--- src/rtl/synth_voice_allocator.sv ---
// Voice allocator: 2 channels x 3 slots with LRU stealing, strobed glitch-free note word.
// Optional StealCount output enabled by defining SYNTH_ALLOC_STEAL_CNT_EN.
module synth_voice_allocator #(
    parameter int unsigned SAMPLE_DIV = 1134,
    parameter logic [3:0]  IDLE_NOTE  = 4'd0
) (
    input  logic        MasterCLK,
    input  logic        Reset,
    input  logic        ReqValid,
    output logic        ReqReady,
    input  logic        ReqOn,
    input  logic        ReqChan,
    input  logic [3:0]  ReqNote,
    output logic [23:0] NoteWord,
    output logic [5:0]  VoiceActive,
    output logic        DataStrobe
`ifdef SYNTH_ALLOC_STEAL_CNT_EN
    ,
    output logic [7:0]  StealCount
`endif
);

    localparam int unsigned      CntW    = $clog2(SAMPLE_DIV);
    localparam logic [CntW-1:0] CntLast = CntW'(SAMPLE_DIV - 1);

    typedef enum logic [2:0] {StIdle, StScan0, StScan1, StScan2, StCommit} state_e;

    state_e          state_q, state_d;
    logic [CntW-1:0] cnt_q;

    logic [3:0] note_q   [2][3];
    logic       active_q [2][3];
    logic [1:0] rank_q   [2][3];

    logic       req_on_q, req_chan_q;
    logic [3:0] req_note_q;
    logic       free_found_q, match_found_q;
    logic [1:0] free_idx_q, match_idx_q, victim_idx_q;

    logic       scan_en;
    logic [1:0] scan_idx;
    logic [3:0] sel_note;
    logic       sel_active;
    logic [1:0] sel_rank;
    logic [1:0] cur_rank [3];

    logic       wr_en, wr_active, pr_en;
    logic [1:0] wr_idx, pr_idx, pr_old;
    logic [3:0] wr_note;

    logic [23:0] shadow_word;
    logic [5:0]  shadow_act;

    always_ff @(posedge MasterCLK) begin
        if (Reset) begin
            cnt_q <= '0;
        end else if (cnt_q == CntLast) begin
            cnt_q <= '0;
        end else begin
            cnt_q <= cnt_q + CntW'(1);
        end
    end

    assign DataStrobe = (cnt_q == CntLast);

    always_ff @(posedge MasterCLK) begin
        if (Reset) state_q <= StIdle;
        else       state_q <= state_d;
    end

    always_comb begin
        state_d  = state_q;
        ReqReady = 1'b0;
        scan_en  = 1'b0;
        scan_idx = 2'd0;
        unique case (state_q)
            StIdle: begin
                ReqReady = 1'b1;
                if (ReqValid) state_d = StScan0;
            end
            StScan0: begin
                scan_en  = 1'b1;
                scan_idx = 2'd0;
                state_d  = StScan1;
            end
            StScan1: begin
                scan_en  = 1'b1;
                scan_idx = 2'd1;
                state_d  = StScan2;
            end
            StScan2: begin
                scan_en  = 1'b1;
                scan_idx = 2'd2;
                state_d  = StCommit;
            end
            StCommit: state_d = StIdle;
            default:  state_d = StIdle;
        endcase
    end

    // Views of the latched channel's slots: the one under scan and all ranks.
    always_comb begin
        sel_note   = IDLE_NOTE;
        sel_active = 1'b0;
        sel_rank   = 2'd0;
        for (int s = 0; s < 3; s++) begin
            cur_rank[s] = rank_q[req_chan_q][s];
            if (2'(s) == scan_idx) begin
                sel_note   = note_q[req_chan_q][s];
                sel_active = active_q[req_chan_q][s];
                sel_rank   = rank_q[req_chan_q][s];
            end
        end
    end

    always_comb begin
        wr_en     = 1'b0;
        wr_idx    = 2'd0;
        wr_note   = IDLE_NOTE;
        wr_active = 1'b0;
        pr_en     = 1'b0;
        pr_idx    = 2'd0;
        if (req_on_q) begin
            pr_en = 1'b1;
            if (match_found_q) begin
                pr_idx = match_idx_q;
            end else begin
                wr_en     = 1'b1;
                wr_idx    = free_found_q ? free_idx_q : victim_idx_q;
                wr_note   = req_note_q;
                wr_active = 1'b1;
                pr_idx    = wr_idx;
            end
        end else if (match_found_q) begin
            wr_en  = 1'b1;
            wr_idx = match_idx_q;
        end
        pr_old = 2'd0;
        for (int s = 0; s < 3; s++) begin
            if (2'(s) == pr_idx) pr_old = cur_rank[s];
        end
    end

    always_ff @(posedge MasterCLK) begin
        if (Reset) begin
            for (int c = 0; c < 2; c++) begin
                for (int s = 0; s < 3; s++) begin
                    note_q[c][s]   <= IDLE_NOTE;
                    active_q[c][s] <= 1'b0;
                    rank_q[c][s]   <= 2'(s);
                end
            end
            req_on_q      <= 1'b0;
            req_chan_q    <= 1'b0;
            req_note_q    <= 4'd0;
            free_found_q  <= 1'b0;
            match_found_q <= 1'b0;
            free_idx_q    <= 2'd0;
            match_idx_q   <= 2'd0;
            victim_idx_q  <= 2'd0;
        end else begin
            if (ReqReady && ReqValid) begin
                req_on_q      <= ReqOn;
                req_chan_q    <= ReqChan;
                req_note_q    <= ReqNote;
                free_found_q  <= 1'b0;
                match_found_q <= 1'b0;
            end
            if (scan_en) begin
                if (!sel_active && !free_found_q) begin
                    free_found_q <= 1'b1;
                    free_idx_q   <= scan_idx;
                end
                if (sel_active && sel_note == req_note_q && !match_found_q) begin
                    match_found_q <= 1'b1;
                    match_idx_q   <= scan_idx;
                end
                if (sel_rank == 2'd0) victim_idx_q <= scan_idx;
            end
            if (state_q == StCommit) begin
                for (int s = 0; s < 3; s++) begin
                    if (wr_en && 2'(s) == wr_idx) begin
                        note_q[req_chan_q][s]   <= wr_note;
                        active_q[req_chan_q][s] <= wr_active;
                    end
                    if (pr_en) begin
                        if (2'(s) == pr_idx) rank_q[req_chan_q][s] <= 2'd2;
                        else if (cur_rank[s] > pr_old) rank_q[req_chan_q][s] <= cur_rank[s] - 2'd1;
                    end
                end
            end
        end
    end

    always_comb begin
        shadow_word = '0;
        shadow_act  = '0;
        for (int c = 0; c < 2; c++) begin
            for (int s = 0; s < 3; s++) begin
                shadow_word[23-12*c-4*s -: 4] = note_q[c][s];
                shadow_act[5-3*c-s]           = active_q[c][s];
            end
        end
    end

    // Loading at the strobe edge takes pre-commit slot values when COMMIT coincides.
    always_ff @(posedge MasterCLK) begin
        if (Reset) begin
            NoteWord    <= {6{IDLE_NOTE}};
            VoiceActive <= '0;
        end else if (DataStrobe) begin
            NoteWord    <= shadow_word;
            VoiceActive <= shadow_act;
        end
    end

`ifdef SYNTH_ALLOC_STEAL_CNT_EN
    logic steal;
    assign steal = req_on_q && !match_found_q && !free_found_q;

    always_ff @(posedge MasterCLK) begin
        if (Reset) begin
            StealCount <= 8'd0;
        end else if (state_q == StCommit && steal && StealCount != 8'hFF) begin
            StealCount <= StealCount + 8'd1;
        end
    end
`endif

endmodule

--- config.mk ---
export PLATFORM = sky130hd
export DESIGN_NAME = synth_voice_allocator
export DESIGN_NICKNAME = d
export VERILOG_FILES = /design/src/rtl/synth_voice_allocator.sv
export SDC_FILE = /design/constraint.sdc
export NUM_CORES = 1
export LEC_CHECK = 0
export CAP_MARGIN = 0
export CORE_UTILIZATION = 40
export DETAILED_ROUTE_END_ITERATION = 8
export GPL_ROUTABILITY_DRIVEN = 1
export GPL_TIMING_DRIVEN = 0
export PLACE_DENSITY_LB_ADDON = 0.12
export SYNTH_ARGS = -nofsm -noshare
export SYNTH_HDL_FRONTEND = slang
export SYNTH_SLANG_ARGS = --single-unit
--- constraint.sdc ---
create_clock -name MasterCLK -period 3.85 [get_ports MasterCLK]
set_input_delay 0.77 -clock MasterCLK [delete_from_list [all_inputs] [get_ports MasterCLK]]
set_output_delay 0.77 -clock MasterCLK [all_outputs]
set_load 0.02 [all_outputs]
# [Yosys cells after proc, flatten, opt, wreduce, memory -nomap -nowiden]
# Memories as Yosys holds them, arrays and structs flattened. A register that Yosys moved wholly into a read port is not among the register bits.
# Index checks and enable logic that the tools add are counted.
[totals] reg_bits=28 mem_bits_rw=42 word_cells=160 memories=3
[classes] addsub=4 magnitude_cmp=3 eq_ne=13 muxes=101 bitwise_logic=3 reduce_logical=23
[mem_list] memory="note_q" depth=2 word_bits=12 rd=3 rd_clocked_by_memory_dff=3 write_ports=2 line="31" source="logic [3:0] note_q [2][3];"
[mem_list] memory="rank_q" depth=2 word_bits=6 rd=1 rd_clocked_by_memory_dff=1 write_ports=2 line="33" source="logic [1:0] rank_q [2][3];"
[mem_list] memory="active_q" depth=2 word_bits=3 rd=3 rd_clocked_by_memory_dff=3 write_ports=2 line="32" source="logic active_q [2][3];"
[ops] op="two-way mux 1 bit" n=72
[ops] op="two-way mux 2 bit" n=15
[ops] op="two-way mux 4 bit" n=5
[ops] op="two-way mux 3 bit" n=5
[ops] op="two-way mux 12 bit" n=1
[ops] op="one-hot mux 3 bit (4 select lines)" n=1
[ops] op="OR reduction 12 bit" n=1
[ops] op="adder 11 x 1 -> 11 bit (second input constant)" n=1
[ops] op="== test 11 bit (second input constant)" n=1
[ops] op="zero test 2 bit" n=4
[ops] op="logical AND 1 bit" n=7
[ops] op="== test 1 x 2 -> 1 bit (first input constant)" n=3
[ops] op="== test 2 bit (first input constant)" n=3
[ops] op="== test 3 x 2 -> 1 bit (second input constant)" n=2
[ops] op="> comparator 2 bit" n=3
[ops] op="two-way mux 6 bit" n=1
[ops] op="AND reduction 2 bit" n=3
[ops] op="OR reduction 3 bit" n=2
[ops] op="OR reduction 6 bit" n=1
[ops] op="subtractor 2 x 1 -> 2 bit (second input constant)" n=3
[ops] op="== test 4 bit" n=1
[ops] op="one-hot mux 2 bit (2 select lines)" n=1
[ops] op="== test 3 x 1 -> 1 bit (second input constant)" n=1
[ops] op="== test 3 bit (second input constant)" n=1
[ops] op="other kinds (5)" n=9

# [Longest topological paths before layout]
# Gate-level depths: netlist of run 1.
[logic_depth] depth_word=17 mapped_depth=13

# [Worst setup path after synthesis of run 1]
# OpenSTA, ideal clock, no wires.
[synth_timing] path_kind="reg-to-reg" from="register with a tool-made name" to="memory rank_q[0][2] (netlist name) (enable)" arrival_time_ps=2621 required_time_ps=3535 setup_slack_ps=914 stages_incl_launch_ff=14 path_cell_list="dfxtp_1 -> buf_2 -> buf_4 -> mux2i_1 -> nor2_1 -> nor2_1 -> o22ai_1 -> ha_1 -> nor2_1 -> a21oi_1 -> a21oi_1 -> o221ai_1 -> and2_1 -> o21bai_1"
[synth_rtl] element="to (decl)" line="33"

# [Final worst setup path of run 1]
[layout_timing] from="register cnt_q[0]" to="output port DataStrobe"
[layout_via] elab_chain_cells=1
[layout_lines] element="from (decl)" line="29" source="logic [CntW-1:0] cnt_q;"
[layout_lines] element="from (signal assigned)" line="60" source="cnt_q <= cnt_q + CntW'(1);"
[layout_lines] element="== test 11 bit" line="64" source="assign DataStrobe = (cnt_q == CntLast);"
[layout_lines] element="to (decl)" line="16" source="output logic DataStrobe"
# No other way between the ends.

==> results of run 1 <==
-- power by group --
| group | switching, mW | total, mW | leakage, nW | internal, mW |
|---|---|---|---|---|
| Clock | 0.419 | 0.884 | 0.134 | 0.465 |
| Sequential | 0.0232 | 1.16 | 0.897 | 1.14 |
| Combinational | 0.135 | 0.214 | 0.873 | 0.0796 |
| Total | 0.577 | 2.26 | 1.90 | 1.68 |
-- kinds of logic (layout without fill, tap and decap cells) --
kind of cell | Yosys count | count (layout) | share of synthesized area
adder cells (fa/ha/maj) | 6 | 6 | 0.01591
flip-flops | 101 | 101 | 0.5176
AO/OA/AOI/OAI | 101 | 101 | 0.1331
AND/OR/NAND/NOR | 217 | 217 | 0.2066
multiplexers | 26 | 26 | 0.07292
buffers and inverters | 33 | 87 | 0.02784
XOR/XNOR | 14 | 14 | 0.02599
-- layout by cell type, fill, tap and decap left out, types with 3 or more instances in the layout --
cell type        synthesis  final
a21oi_1                 50     50
and2_1                   9      9
and3_1                   3      3
buf_1                    3      3
buf_2                    3      3
clkbuf_1                18     19
clkbuf_16                0      9
clkdlybuf4s50_1          0     38
dfxtp_1                 59     59
edfxtp_1                42     42
ha_1                     6      6
inv_1                    8      8
mux2_2                   5      5
mux2i_1                 12     10
mux2i_2                  1      3
mux4_2                   4      4
nand2_1                 98     98
nand2b_1                12     12
nand3_1                 18     18
nand4_1                  3      3
nor2_1                  55     55
nor2b_1                  3      3
nor3_1                   6      6
o211a_1                  3      3
o211ai_1                 4      4
o21ai_0                 11     11
o21ai_1                  3      3
o21bai_1                 7      7
o22ai_1                  4      4
xnor2_1                  6      6
xor2_1                   8      8
-- layer usage --
layer,vias to the layer above,GRT usage,share of wire
met1,1796,0.3022,0.51
met5,-,0,0
met3,16,0.03787,0.053
met4,0,0.08533,0.019
li1,1848,-,-
met2,133,0.2874,0.42
-- how the worst min path moves through the flow --
| stage | startpoint | endpoint | slack (ns) | cells after the start |
|---|---|---|---|---|
| after floorplan | free_idx_q[1] | free_idx_q[1] | 0.43 | 2 |
| after global routing | free_idx_q[1] | free_idx_q[1] | 0.47 | 2 |
| after detailed placement | NoteWord[22] | NoteWord[22] | 0.45 | 2 |
| final | NoteWord[5] | NoteWord[5] | 0.46 | 2 |
| after CTS | NoteWord[22] | NoteWord[22] | 0.46 | 2 |
| after global placement | NoteWord[11] | NoteWord[11] | 0.44 | 2 |
-- worst max-delay path, stage by stage, from the launching register on --
cell	delay, ns
dfxtp_1	0.40
ha_1	0.17
nor4bb_1	0.21
nand3_1	0.32
inv_1	0.21
clkbuf_1	0.37
clkdlybuf4s50_1	0.69
-- cell type report --
cell class	instances	area, µm²
clock buffer	11	242.7
fill	1106	5896
clock inverter	5	43.79
sequential	101	2442
inverter	8	30.03
tap	143	178.9
timing repair buffer	38	380.4
buffer	25	101.3
multi-input combinational	364	2152
-- registers in the layout, indices dropped and copies added, names as in the netlist, named ones only --
name           cells
VoiceActive        6
free_idx_q         2
NoteWord          24
rank_q            12
match_found_q      1
req_chan_q         1
cnt_q             11
free_found_q       1
req_note_q         4
note_q            24
victim_idx_q       2
state_q            3
req_on_q           1
active_q           6
match_idx_q        2
-- cells in the mapped netlist (all sizes together), types with 9 or more instances --
cell,count
clkbuf,18
mux2i,13
nand2,98
o21ai,14
edfxtp,42
nand2b,12
dfxtp,59
and2,9
nand3,18
a21oi,50
nor2,55
-- stage by stage --
stage	worst slack [ns]	std cells	area, µm²	total power [mW]	utilization
2_1_floorplan	0.9144	498	4718	1.332	-
3_3_place_gp	0.3850	679	5278	1.395	0.4602
3_5_place_dp	0.2865	679	5278	1.397	0.4602
4_1_cts	0.2753	695	5564	2.275	0.4852
5_1_grt	0.05129	695	5572	2.346	0.4859
6_report	0.3575	695	5572	2.260	0.4859
==> impl_metrics.json, run 1 <==
{
  "outcome": "finished, final reports clean",
  "synthArstFlopShare": 0,
  "crit_start": "cnt_q[0]",
  "port_buffers": 38,
  "leakagePower_nw": 1.904,
  "finalMaxSlewViolations": 0,
  "core_um2": 11470,
  "tns_ns": 0,
  "drv_cap": 0,
  "cts_tree": "built",
  "antenna_found_initial": 0,
  "whs_ns": 0.4562,
  "yosys.area.top_type": "edfxtp_1",
  "grt_usage": 0.2033,
  "worstSetupPathType": "register to output pin",
  "wl_um": 11840,
  "hold_viol": 0,
  "synth-seq-cells": 101,
  "reg2reg_to": "rank_q[1][3]",
  "relSlewSlack": 0.3144,
  "synth_area_per_cell_um2": 9.474,
  "hp-class": "register to register",
  "gp_congestion": 0.8470,
  "fin_skew_ns": 0.01284,
  "ir_drop_v": 0.0002191,
  "syn-num-nets": 513,
  "min_period_ns": 3.493,
  "die_h_um": 110.6,
  "num_rows": 39,
  "io-pin-count": 41,
  "r2r_cells": 13,
  "clk_latency_ns": 0.35,
  "cts_hold_buf": 0,
  "fin_crit_sh": 0.9071,
  "grt_pass1_vias": 3702,
  "die_area_um2": 12230,
  "layout-drive-gt1-share": 0.06703,
  "synth_edf_count": 42,
  "clkTransAtPathRegs_ns": 0.07,
  "cts_root_buffer": "clkbuf_16",
  "rrSetupSlack_ns": 0.40,
  "seq_area_frac_synth": 0.5176,
  "start_util": 0.4115,
  "dp_hpwl_um": 8753,
  "cts_resized": 0,
  "post-cts-setup-buffers": 0,
  "overflow": 0,
  "worstPathArrival_ns": 2.72,
  "rsz0062_at_grt": "no",
  "detail_route.vias_per_cell": 5.458,
  "post_drt_wl_per_cell_um": 17.04,
  "syn-instance-count": 498,
  "htree_levels": 3,
  "fmax_mhz": 286.3,
  "cts_buffers": 9,
  "cts.sinks": 101,
  "dieWidth_um": 110.6,
  "worstSetupEndpointType": "output pin",
  "drc_errors": 0,
  "vias": 3793,
  "critPathLaunchType": "register",
  "synth.distinct_cells": 55,
  "grt_pass1_wl_um": 19390,
  "syn2layout_area_growth_pct": 18.09,
  "yosysWarnings": 0,
  "netlist_area_um2": 4718,
  "tightest_slew_ns": 1.014,
  "clockBufferDepth": 2,
  "drt_iter0_drc": 220,
  "p_per_area_nw_per_um2": 405.7,
  "cp_max_fo": 10,
  "synth.area.top_cells": "edfxtp_1 (27%), dfxtp_1 (25%), nand2_1 (7.8%)",
  "synth_top_area_frac": 0.2673,
  "drt_pass1_iterations": 5,
  "synthFlopType": "dfxtp_1",
  "critPathRequiredTime_ns": 3.08,
  "critPathCapture": "DataStrobe",
  "final-setup-viol-count": 0,
  "layout.nets": 562,
  "antenna_left": 0,
  "antennaDiodeCount": 0,
  "grt_max_degree": 18
}
No activity file was read; power rests on OpenSTA's default activity.
==> run 2, diff against run 1 <==
CORE_UTILIZATION = 50   (was 40)
CTS_BUF_LIST = sky130_fd_sc_hd__clkbuf_16   (was unset)
==> run 2 against run 1 <==
Sequential share of layout area grew 0.48 points. Highest routed layer unchanged. Sequential cell count unchanged. Worst setup slack worse by 0.12 ns. Worst hold slack got worse by 0.00066 ns. Count of clock-buffer cells in the layout decreased by 2. Wire length decreased by 6.0%. Critical endpoint is now rank_q[1][3]. Global-route usage grew 3.5 points. Largest power group unchanged. Utilization is 11 points higher. Cell area fell by 1.1%. Combinational power barely moved. Clock skew fell by 0.0033 ns. Clock power fell by 6.9%.
==> impl_metrics.json, run 2 (same netlist as run 1, synthesis figures left out) <==
{
  "fin_ws_ns": 0.2399,
  "grt_max_degree": 18,
  "reg2reg_to": "rank_q[1][3]",
  "reg.largest.list": "NoteWord x24, note_q x24, rank_q x12",
  "hp-class": "register to register",
  "layout.cells.non_filler": 663,
  "rrSetupSlack_ns": 0.24,
  "clk_latency_ns": 0.34,
  "wl_um": 11130,
  "cp_top_family": "compound AO/OA/AOI/OAI gates",
  "clockBufferDepth": 2,
  "critPathRequiredTime_ns": 3.88,
  "hold_viol": 0,
  "worstHoldPathCells": 2,
  "r2r_cells": 13,
  "cp_max_fo": 10,
  "dp.cells": 647,
  "slowest_stage": "mux2i_2",
  "num_rows": 35,
  "worstSetupEndpointType": "register",
  "dp_worst_setup_slack_ns": 0.1898,
  "finalMaxSlewViolations": 0,
  "mostFrequentLayoutCell": "nand2_1",
  "antennaDiodeCount": 0,
  "cts_root_buffer": "clkbuf_16",
  "port_buffers": 38,
  "relSlewSlack": 0.3451,
  "post-cts-setup-buffers": 0,
  "p_per_area_nw_per_um2": 398.8,
  "grt_pass1_wl_um": 18040,
  "htree_levels": 3,
  "gp_congestion": 0.8894,
  "drt_pass1_iterations": 7,
  "cp_cell_sequence": "buf_2, buf_4, mux2i_2, nor2_1, nor2_1, o22ai_1, ha_1, nor2_1, a21oi_1, a21oi_1, o221ai_1, and2_1, o21bai_1",
  "post_drt_wl_per_cell_um": 16.79,
  "fmax_mhz": 277.0,
  "layout.nets": 562,
  "syn2layout_area_growth_pct": 16.81,
  "ir_drop_v": 0.0001948,
  "rsz0062_at_grt": "no",
  "min_period_ns": 3.610,
  "start_util": 0.5131,
  "drc_errors": 0,
  "worst_path_largest_cell_delay_ns": 0.46,
  "grt_pass1_vias": 3516,
  "critPathMostFrequentCell": "nor2_1",
  "antenna_found_initial": 0,
  "cts.sinks": 101,
  "layout-drive-gt1-share": 0.06703,
  "vias": 3783,
  "tns_ns": 0,
  "worstSetupPathType": "register to register",
  "drv_cap": 0,
  "core_um2": 9196,
  "die_h_um": 99.14,
  "final-setup-viol-count": 0,
  "die_area_um2": 9829,
  "overflow": 0,
  "io-pin-count": 41,
  "outcome": "finished, final reports clean",
  "mostFrequentLayoutCells": "nand2_1 (98), dfxtp_1 (59), nor2_1 (55)",
  "cts_buffers": 9,
  "tightest_slew_ns": 0.9687,
  "antenna_left": 0,
  "drt_iter0_drc": 171,
  "dp_hpwl_um": 8401,
  "worst-path-buf-inv": 2,
  "fin_skew_ns": 0.009552,
  "critPathLaunchType": "register",
  "fin_crit_sh": 0.9377,
  "min_from": "NoteWord[22]",
  "holdPathEnd": "NoteWord[22]",
  "detail_route.vias_per_cell": 5.706,
  "cts_tree": "built",
  "grt_usage": 0.2379,
  "clkTransAtPathRegs_ns": 0.07,
  "dieWidth_um": 99.14,
  "leakagePower_nw": 1.911,
  "worstPathArrival_ns": 3.64
}
[run 2: where the power goes]
group / total [mW] / switching [mW] / internal, mW
logic: 0.211 / 0.131 / 0.0795
registers: 1.16 / 0.0255 / 1.14
clock network: 0.823 / 0.387 / 0.436
total: 2.20 / 0.544 / 1.65
[run 2: what timing repair did]
item	4_1_cts	5_1_grt
hold buffers	0	0
endpoints found under the setup margin	0	5
gates resized for setup	0	2
[run 2: worst max-delay path by stage]
stage          startpoint            to  cells past startpoint
2_1_floorplan    register  rank_q[0][2]                     13
3_3_place_gp     register  rank_q[0][3]                     13
3_5_place_dp     register  rank_q[1][2]                     13
4_1_cts          register  rank_q[1][2]                     13
5_1_grt          register  rank_q[0][2]                     13
6_report         register  rank_q[1][3]                     13
[run 2: layout make-up]
class                           count  area, µm²
Timing Repair Buffer               38      380.4
Buffer                             25      101.3
Tap cell                          111      138.9
Fill cell                         815       3685
Inverter                            8      30.03
Clock buffer                        9      225.2
Sequential cell                   101       2442
Clock inverter                      7      41.29
Multi-Input combinational cell    364       2152
[run 2: worst register-to-register path: stages, from the launching register on]
cell and delay (ns):
dfxtp_1 0.40, buf_2 0.38, buf_4 0.30, mux2i_2 0.46, nor2_1 0.08, nor2_1 0.13, o22ai_1 0.16, ha_1 0.32
nor2_1 0.15, a21oi_1 0.09, a21oi_1 0.16, o221ai_1 0.20, and2_1 0.25, o21bai_1 0.23
[run 2: metrics by stage]
step | instance area (µm²) | util | hold WS (ns) | power, mW
finish | 5512 | 0.5993 | 0.4556 | 2.198
CTS | 5504 | 0.5985 | 0.4567 | 2.202
global route | 5512 | 0.5993 | 0.4732 | 2.265
floorplan | 4718 | - | 0.4329 | 1.332
global placement | 5238 | 0.5695 | 0.4446 | 1.391
detailed placement | 5238 | 0.5695 | 0.4477 | 1.396
[run 2: layer usage]
metal | share of wire | global-route usage | vias up | wire [µm]
li1 | - | - | 1850 | -
met1 | 0.47 | 0.3188 | 1802 | 5199
met2 | 0.47 | 0.3975 | 119 | 5246
met3 | 0.047 | 0.04357 | 12 | 528
met4 | 0.014 | 0.06900 | 0 | 159
met5 | 0 | 0 | - | 0
==> run 3, diff against run 2 <==
CTS_CLUSTER_DIAMETER = 150   (was unset)
SKIP_LAST_GASP = 1   (was unset)
==> results of run 3 <==
Same layout as run 2: the final DEF is identical, and so are final timing and power.
